--- src/rtl/wb_arb_pkg.sv ---
// Shared types for the Wishbone-style client arbiter: client ids, FSM states,
// VGA scan-state encodings and the latched transaction record.
package wb_arb_pkg;

    typedef enum logic [1:0] {
        CPU  = 2'd0,
        VGA  = 2'd1,
        UART = 2'd2,
        NONE = 2'd3
    } client_t;

    typedef enum logic [1:0] {
        IDLE  = 2'd0,
        ISSUE = 2'd1,
        WAIT  = 2'd2,
        DONE  = 2'd3
    } arb_state_t;

    // VGA scan states: 0 = inactive, 1 = about to be active, 2 = active.
    // Encoding 3 is unused and treated like inactive.
    localparam logic [1:0] VGA_INACTIVE   = 2'd0;
    localparam logic [1:0] VGA_PRE_ACTIVE = 2'd1;
    localparam logic [1:0] VGA_ACTIVE     = 2'd2;

    // True while the display needs the SRAM exclusively.
    function automatic logic vga_owns_bus(input logic [1:0] vga_state);
        return (vga_state == VGA_PRE_ACTIVE) || (vga_state == VGA_ACTIVE);
    endfunction

    // Everything captured at grant time and replayed onto the SRAM bus.
    typedef struct packed {
        client_t     client;
        logic        we;
        logic [31:0] addr;
        logic [31:0] wdata;
        logic [3:0]  sel;
    } txn_t;

endpackage

--- src/rtl/arb_priority_pick.sv ---
// Combinational winner selection: VGA owns the bus during its active window,
// otherwise CPU/UART share it round-robin and VGA takes leftover slots.
module arb_priority_pick
    import wb_arb_pkg::*;
(
    input  logic       cpu_req,
    input  logic       vga_req,
    input  logic       uart_req,
    input  logic [1:0] vga_state,
    input  client_t    rr_last,
    output client_t    winner
);

    // Pick at most one requesting client; NONE when nobody is eligible.
    always_comb begin
        winner = NONE;
        if (vga_owns_bus(vga_state)) begin
            if (vga_req) begin
                winner = VGA;
            end
        end else if (cpu_req && uart_req) begin
            winner = (rr_last == CPU) ? UART : CPU;
        end else if (cpu_req) begin
            winner = CPU;
        end else if (uart_req) begin
            winner = UART;
        end else if (vga_req) begin
            winner = VGA;
        end
    end

endmodule

--- src/rtl/wb_client_arbiter.sv ---
// Three-client SRAM arbiter (CPU, VGA, UART). One transaction at a time:
// IDLE -> ISSUE (1-cycle strobe) -> WAIT (until SRAM ready or timeout) -> DONE (ack).
// Bus outputs come from the latched transaction and the state register only,
// so no request input reaches the SRAM side combinationally.
module wb_client_arbiter
    import wb_arb_pkg::*;
#(
    parameter int TIMEOUT = 255
) (
    input  logic        clk,
    input  logic        nrst,

    input  logic        cpu_req,
    input  logic        cpu_we,
    input  logic [31:0] cpu_addr,
    input  logic [31:0] cpu_wdata,
    input  logic [3:0]  cpu_sel,
    output logic        cpu_ack,

    input  logic        vga_req,
    input  logic [31:0] vga_addr,
    input  logic [3:0]  vga_sel,
    input  logic [1:0]  vga_state,
    output logic        vga_ack,

    input  logic        uart_req,
    input  logic        uart_we,
    input  logic [31:0] uart_addr,
    input  logic [31:0] uart_wdata,
    input  logic [3:0]  uart_sel,
    output logic        uart_ack,

    input  logic        sram_busy,
    input  logic [31:0] sram_rdata,
    output logic        bus_read,
    output logic        bus_write,
    output logic [31:0] bus_addr,
    output logic [31:0] bus_wdata,
    output logic [3:0]  bus_sel,

    output logic [1:0]  current_client,
    output logic [31:0] rdata,
    output logic        bus_err
);

    // Counter value on the last busy WAIT cycle before giving up.
    localparam logic [7:0] TIMEOUT_LAST = 8'(TIMEOUT - 1);

    arb_state_t  state_reg;
    arb_state_t  state_next;
    client_t     rr_last_reg;
    client_t     winner;
    txn_t        txn_reg;
    txn_t        txn_pick;
    logic [7:0]  wait_cnt_reg;
    logic [31:0] rdata_reg;
    logic        bus_err_reg;
    logic        grant;
    logic        timeout_hit;

    arb_priority_pick u_pick (
        .cpu_req   (cpu_req),
        .vga_req   (vga_req),
        .uart_req  (uart_req),
        .vga_state (vga_state),
        .rr_last   (rr_last_reg),
        .winner    (winner)
    );

    // Start only when someone eligible asks and the SRAM is ready.
    assign grant       = (state_reg == IDLE) && (winner != NONE) && !sram_busy;
    assign timeout_hit = (state_reg == WAIT) && sram_busy && (wait_cnt_reg == TIMEOUT_LAST);

    // Route the winning client's request fields into a transaction record.
    always_comb begin
        txn_pick        = '0;
        txn_pick.client = winner;
        case (winner)
            CPU: begin
                txn_pick.we    = cpu_we;
                txn_pick.addr  = cpu_addr;
                txn_pick.wdata = cpu_wdata;
                txn_pick.sel   = cpu_sel;
            end
            VGA: begin
                txn_pick.we    = 1'b0;
                txn_pick.addr  = vga_addr;
                txn_pick.sel   = vga_sel;
            end
            UART: begin
                txn_pick.we    = uart_we;
                txn_pick.addr  = uart_addr;
                txn_pick.wdata = uart_wdata;
                txn_pick.sel   = uart_sel;
            end
            default: txn_pick.client = NONE;
        endcase
    end

    // State register.
    always_ff @(posedge clk or negedge nrst) begin
        if (!nrst) begin
            state_reg <= IDLE;
        end else begin
            state_reg <= state_next;
        end
    end

    // Next-state logic; a dropped request never aborts an accepted transaction.
    always_comb begin
        state_next = state_reg;
        case (state_reg)
            IDLE:    if (grant) state_next = ISSUE;
            ISSUE:   state_next = WAIT;
            WAIT: begin
                if (!sram_busy) begin
                    state_next = DONE;
                end else if (timeout_hit) begin
                    state_next = IDLE;
                end
            end
            DONE:    state_next = IDLE;
            default: state_next = IDLE;
        endcase
    end

    // Transaction latch, round-robin memory, wait counter, read data and error pulse.
    always_ff @(posedge clk or negedge nrst) begin
        if (!nrst) begin
            txn_reg      <= '0;
            rr_last_reg  <= UART;
            wait_cnt_reg <= 8'd0;
            rdata_reg    <= 32'd0;
            bus_err_reg  <= 1'b0;
        end else begin
            if (grant) begin
                txn_reg <= txn_pick;
                if (winner != VGA) begin
                    rr_last_reg <= winner;
                end
            end
            if (state_reg == ISSUE) begin
                wait_cnt_reg <= 8'd0;
            end else if ((state_reg == WAIT) && sram_busy) begin
                wait_cnt_reg <= wait_cnt_reg + 8'd1;
            end
            if ((state_reg == WAIT) && !sram_busy && !txn_reg.we) begin
                rdata_reg <= sram_rdata;
            end
            bus_err_reg <= timeout_hit;
        end
    end

    // Outputs decoded from the state register and latched transaction.
    always_comb begin
        bus_read       = (state_reg == ISSUE) && !txn_reg.we;
        bus_write      = (state_reg == ISSUE) &&  txn_reg.we;
        cpu_ack        = (state_reg == DONE)  && (txn_reg.client == CPU);
        vga_ack        = (state_reg == DONE)  && (txn_reg.client == VGA);
        uart_ack       = (state_reg == DONE)  && (txn_reg.client == UART);
        current_client = (state_reg == IDLE) ? NONE : txn_reg.client;
    end

    assign bus_addr  = txn_reg.addr;
    assign bus_wdata = txn_reg.wdata;
    assign bus_sel   = txn_reg.sel;
    assign rdata     = rdata_reg;
    assign bus_err   = bus_err_reg;

endmodule

--- config.mk ---
export PLATFORM = sky130hd
export DESIGN_NAME = wb_client_arbiter
export DESIGN_NICKNAME = d
export VERILOG_FILES = /design/src/rtl/wb_arb_pkg.sv /design/src/rtl/arb_priority_pick.sv /design/src/rtl/wb_client_arbiter.sv
export SDC_FILE = /design/constraint.sdc
export NUM_CORES = 1
export LEC_CHECK = 0
export ABC_AREA = 1
export BUFFER_PORTS_ARGS = -buffer_cell sky130_fd_sc_hd__buf_2
export CORE_MARGIN = 8
export CORE_UTILIZATION = 39
export DETAILED_ROUTE_END_ITERATION = 12
export PLACE_DENSITY = 0.69
export RECOVER_POWER = 50
export SLEW_MARGIN = 20
export SYNTH_ARGS = -nofsm -noshare
export SYNTH_HDL_FRONTEND = slang
export SYNTH_SLANG_ARGS = --single-unit
--- constraint.sdc ---
create_clock -name clk -period 3.96 [get_ports clk]
set_input_delay 0.396 -clock clk [delete_from_list [all_inputs] [get_ports clk]]
set_output_delay 0.396 -clock clk [all_outputs]
set_load 0.05 [all_outputs]
* Word level (Yosys, flattened, before mapping)
Cells that the tools add are included.
** Storage, ports and cells
- Bits in registers :: 116
- Input port bits :: 214
- Output and inout port bits :: 108
** Cells by class
- Add/subtract/negate cells :: 1
- Equality and inequality tests :: 14
- Multiplexer cells :: 17
- Reductions and logical operators :: 23
** Operators with widths (count)
- $pmux W33 S3 :: 1
- $pmux W32 S2 :: 1
- $mux W2 :: 11
- $mux W8 :: 2
- $logic_and A1 B1 Y1 :: 12
- $pmux W4 S3 :: 1
- $eq A2 B2 Y1 const B :: 5
- $add A8 B1 Y8 const B :: 1
- $eq A2 B1 Y1 const B :: 4
- $eq A8 B8 Y1 const B :: 1
- $logic_not A2 Y1 :: 4
- $pmux W2 S4 :: 1
- $ne A2 B2 Y1 const B :: 2
- $reduce_and A2 Y1 :: 2
- $ne A3 B3 Y1 const B :: 1
- $reduce_or A3 Y1 :: 1
- $logic_not A1 Y1 :: 2
- $ne A2 B1 Y1 const B :: 1
- $reduce_bool A2 Y1 :: 1
- $logic_or A1 B1 Y1 :: 1

* Logic depth before layout (Yosys ltp)
- Depth after elaboration :: 10
- Gate-level depth with buffers :: 11

* Hierarchy
Synthesis repeated with hierarchy kept, for this count alone.
** Unflattened totals
- Cells, all modules :: 874
- Area total of the unflattened synthesis :: 6231.0 µm²
** By module, submodules not included
- wb_client_arbiter :: times used 1, cells an instance 860, area each 6173.4 µm², seq. area each 2904.0 µm²
- arb_priority_pick :: times used 1, cells an instance 14, area each 57.6 µm², seq. area each 0.0 µm²

* Worst setup path before layout
No wires, ideal clock.
- Kind :: register -> output
- Start :: register state_reg[0]
- End :: output cpu_ack
- Data arrival time :: 1.529 ns
- Required time :: 3.564 ns
- Path slack :: 2.035 ns
- Cell stages (with the launch flop) :: 3
- Buffers on the path :: 0
- Path through :: dfrtp_1 > nand2_1 > nor3_1
** Between the ends
- Word-level cells in the longest chain between the ends :: 2
** RTL lines
- from (decl) :: line wb_client_arbiter.sv:49 : arb_state_t state_reg;
- from (signal assigned) :: line wb_client_arbiter.sv:105 : state_reg <= state_next;
- $eq A2 B2 Y1 :: line wb_client_arbiter.sv:158 : cpu_ack = (state_reg == DONE) && (txn_reg.client == CPU);
- $logic_and A1 B1 Y1 :: line wb_client_arbiter.sv:158
- to (decl) :: line wb_client_arbiter.sv:18 : output logic cpu_ack,
Every way passes these cells.

* Final worst setup path
- Start :: register rr_last_reg[0]
- End :: register txn_reg (netlist bit bus_wdata[11])
** Between the ends
- Word-level cells in the longest chain between the ends :: 7
- Elaborated cells between the ends (all ways) :: 10
** RTL lines
- from (decl) :: line wb_client_arbiter.sv:51 : client_t rr_last_reg;
- from (signal assigned) :: line wb_client_arbiter.sv:139 : rr_last_reg <= winner;
- $logic_not A2 Y1 * :: line arb_priority_pick.sv:22 : winner = (rr_last == CPU) ? UART : CPU;
- $mux W2 * :: line arb_priority_pick.sv:22
- $mux W2 * :: line arb_priority_pick.sv:21 : end else if (cpu_req && uart_req) begin
- $mux W2 * :: line arb_priority_pick.sv:17 : if (vga_owns_bus(vga_state)) begin
- parallel branches: the longest is 3 deep, another holds $pmux W32 S2
- to (signal assigned) :: line wb_client_arbiter.sv:137 : txn_reg <= txn_pick;
- to (decl) :: line wb_client_arbiter.sv:53 : txn_t txn_reg;
Every way passes the cells marked *.
A chain may end at the register's enable or synchronous reset.

==> results.sh <==
export IMPL_cpLargestDelayFamily="simple AND/OR/NAND/NOR gates"
export IMPL_holdWs_ns=0.199
export IMPL_die_area_mm2=0.0222
export IMPL_synth_top_area_frac=0.417
export IMPL_drive_gt1_frac=0.318
export IMPL_finalWirelength_um=22600
export IMPL_tightest_slew_ns=2.90
export IMPL_ys_seq_area_frac=0.421
export IMPL_htreeDepth=4
export IMPL_ys_warn_count=0
export IMPL_rsz0062_at_grt="false"
export IMPL_hp_class="primary input to flop"
export IMPL_drt_pass1_iterations=4
export IMPL_grt_first_pass_wirelength_um=34800
export IMPL_avgSynthCellArea_um2=7.65
export IMPL_final_common_cell="nand2_1"
export IMPL_worstRegToRegCells=7
export IMPL_ant_nets=0
export IMPL_via_count=6627
export IMPL_sequentialPowerShare=0.279
export IMPL_overflow=0
export IMPL_combPwrFrac=0.508
export IMPL_grt_antenna_before_repair=3
export IMPL_syn_area_mm2=0.00689
export IMPL_first_global_vias=6634
export IMPL_via_per_inst=4.85
export IMPL_power_mw=7.28
export IMPL_die_x_um=149
export IMPL_cp_startpoint="rr_last_reg[0]$_DFFE_PN0P_"
export IMPL_final_area_mm2=0.00856
export IMPL_critPathArrivalTime_ns=3.60
export IMPL_grt_use_total=0.198
export IMPL_period_share=0.823
export IMPL_cp_buffers_inverters=1
export IMPL_switching_share=0.519
export IMPL_post_cts_setup_buffer_count=0
export IMPL_start_kind="flop"
export IMPL_numCtsBuffers=17
export IMPL_seqCellArea_mm2=0.00290
export IMPL_cts_hold_buf=0
export IMPL_hold_depth=2
export IMPL_endpoint="bus_wdata[11]$_DFFE_PN0P_"
export IMPL_grt_max_degree=117
export IMPL_drt_initial_drc_count=377
export IMPL_endpoint_kind="flop"
export IMPL_final_max_slew_viol_count=117
export IMPL_cp_depth=7
export IMPL_nets=1342
export IMPL_io_pins=322
export IMPL_multiInputGateArea_mm2=0.00288
export IMPL_clock_latency_ns=0.41
export IMPL_skew_ns=0.00760
export IMPL_setup_tns_ns=0
export IMPL_hold_viol_final=0
export IMPL_fillers=1761
export IMPL_place_inst=1332
export IMPL_ir_drop_mv=0.488
export IMPL_power_leakage_nw=4.86
export IMPL_gp_congestion=0.853
export IMPL_power_switching_mw=3.77
export IMPL_dp_hpwl_um=16500
export IMPL_cts_root_buf="clkbuf_16"
export IMPL_core_area_mm2=0.0173
export IMPL_path_max_fanout=58
export IMPL_clock_sinks=116
export IMPL_setup_violations=0
export IMPL_crit_required_ns=4.30
export IMPL_r2r_slack_ns=0.70
export IMPL_crit_path_cell_trace="o21ai_4, nand3_4, inv_2, nand2_1, nand2_1, nand2_1, nand2_1"
export IMPL_ys_types=33
export IMPL_layoutNonFillerInstCount=1366
export IMPL_cpPeakStageDelay_ns=0.81
export IMPL_placed_cell_area_mm2=0.00804
export IMPL_synth_area_top_cells="dfrtp_1 42%, nand2_1 19%, nand4_1 8.4%"
export IMPL_setup_worst_path_class="flop to flop"
export IMPL_intPower_mw=3.50
export IMPL_power_density_mw_per_mm2=850
export IMPL_port_buffers=321
export IMPL_cpMaxStageDelayCell="o21ai_4"
export IMPL_netlist_top_cell_by_area="dfrtp_1"
export IMPL_post_cts_resized=0
export IMPL_die_y_um=149
export IMPL_status="finished, violations left"
export IMPL_cts_path_max_buffers=2
export IMPL_reg2reg_from="rr_last_reg[0]$_DFFE_PN0P_"
export IMPL_start_util=0.399
export IMPL_rows=48
export IMPL_wire_per_inst_um=16.5
export IMPL_clock_power_share=0.214
export IMPL_violations="max-capacitance violations, max-slew violations"
export IMPL_ys_ff_latch=116
export IMPL_crit_top_cell="nand2_1"
export IMPL_drv_cap=1
export IMPL_syn2layout_area_growth_pct=24.2
export IMPL_fmax_mhz=307
export IMPL_cts_clk_slew_worst_paths_ns=0.06
export IMPL_syn_num_nets=1117
export IMPL_cts_tree="done"
export IMPL_slew_headroom=-0.932
export IMPL_syn_inst=901
export IMPL_timing_rr_end="bus_wdata[11]$_DFFE_PN0P_"
export IMPL_drcViolationCount=0
export IMPL_fin_crit_ns=3.26
export IMPL_final_cell_mix="356 x nand2_1, 274 x buf_2, 115 x dfrtp_1"
==> through the flow <==
step                      setup slack, ns   util
final                               0.700  0.495
after global routing                0.417  0.495
after floorplan                      2.04      -
after global placement              0.786  0.465
after CTS                           0.745  0.499
after detailed placement            0.775  0.465
==> Yosys cell counts, drive strengths merged <==
| cell type | count |
|---|---|
| o21ai | 11 |
| ha | 2 |
| mux2 | 32 |
| o21bai | 1 |
| dfstp | 1 |
| a211oi | 1 |
| xnor2 | 1 |
| dfrtp | 115 |
| clkbuf | 4 |
| o21a | 1 |
| a21oi | 16 |
| nand3 | 31 |
| nand4 | 93 |
| nor2 | 34 |
| inv | 73 |
| nand2 | 361 |
| clkinv | 2 |
| buf | 119 |
| nor3 | 3 |
==> metal layers <==
layer	GRT usage	share of wire	vias up
li1	-	-	3281
met1	0.239	0.41	3019
met2	0.321	0.47	288
met3	0.0555	0.088	37
met4	0.0924	0.030	2
met5	0	0.00044	-
==> worst min-delay path by stage <==
| stage | slack (ns) | from | end |
|---|---|---|---|
| 6_report | 0.20 | sram_rdata[21] | rdata[21]$_DFFE_PN0P_ |
| 5_1_grt | 0.18 | sram_rdata[1] | rdata[1]$_DFFE_PN0P_ |
| 3_3_place_gp | 0.46 | bus_wdata[16]$_DFFE_PN0P_ | bus_wdata[16]$_DFFE_PN0P_ |
| 3_5_place_dp | 0.46 | bus_addr[21]$_DFFE_PN0P_ | bus_addr[21]$_DFFE_PN0P_ |
| 2_1_floorplan | 0.10 | nrst | bus_addr[0]$_DFFE_PN0P_ |
| 4_1_cts | 0.10 | nrst | bus_wdata[22]$_DFFE_PN0P_ |
==> worst register-to-register path: stages, from the launching register on <==
cell and delay (ns):
dfrtp_1 0.41, o21ai_4 0.81, nand3_4 0.76, inv_2 0.85, nand2_1 0.13, nand2_1 0.11
nand2_1 0.05, nand2_1 0.07
==> logic make-up after synthesis <==
family,synth area share
adders and majority gates,0.00363
DFF,0.421
AOI/OAI and AO/OA,0.0294
xor gates and xnor gates,0.00127
buffers and inverters,0.162
and+or+nand+nor,0.331
muxes,0.0523
==> cell type report <==
| cell class | instances | share of cell area |
|---|---|---|
| Timing Repair Buffer | 329 | 0.188 |
| Tap cell | 225 | 0.0329 |
| Sequential cell | 116 | 0.339 |
| Inverter | 75 | 0.0329 |
| Antenna cell | 2 | 0.000584 |
| Clock inverter | 13 | 0.0169 |
| Multi-Input combinational cell | 587 | 0.337 |
| Clock buffer | 19 | 0.0529 |
==> power groups by stage <==
stage	logic, mW	registers (mW)	clock network, mW
2_1_floorplan	2.76	2.57	0
3_3_place_gp	3.77	2.01	0
3_5_place_dp	3.81	2.03	0
4_1_cts	3.81	2.02	1.59
5_1_grt	3.94	2.10	1.65
6_report	3.69	2.03	1.56
Power figures use the tool's default switching activity.
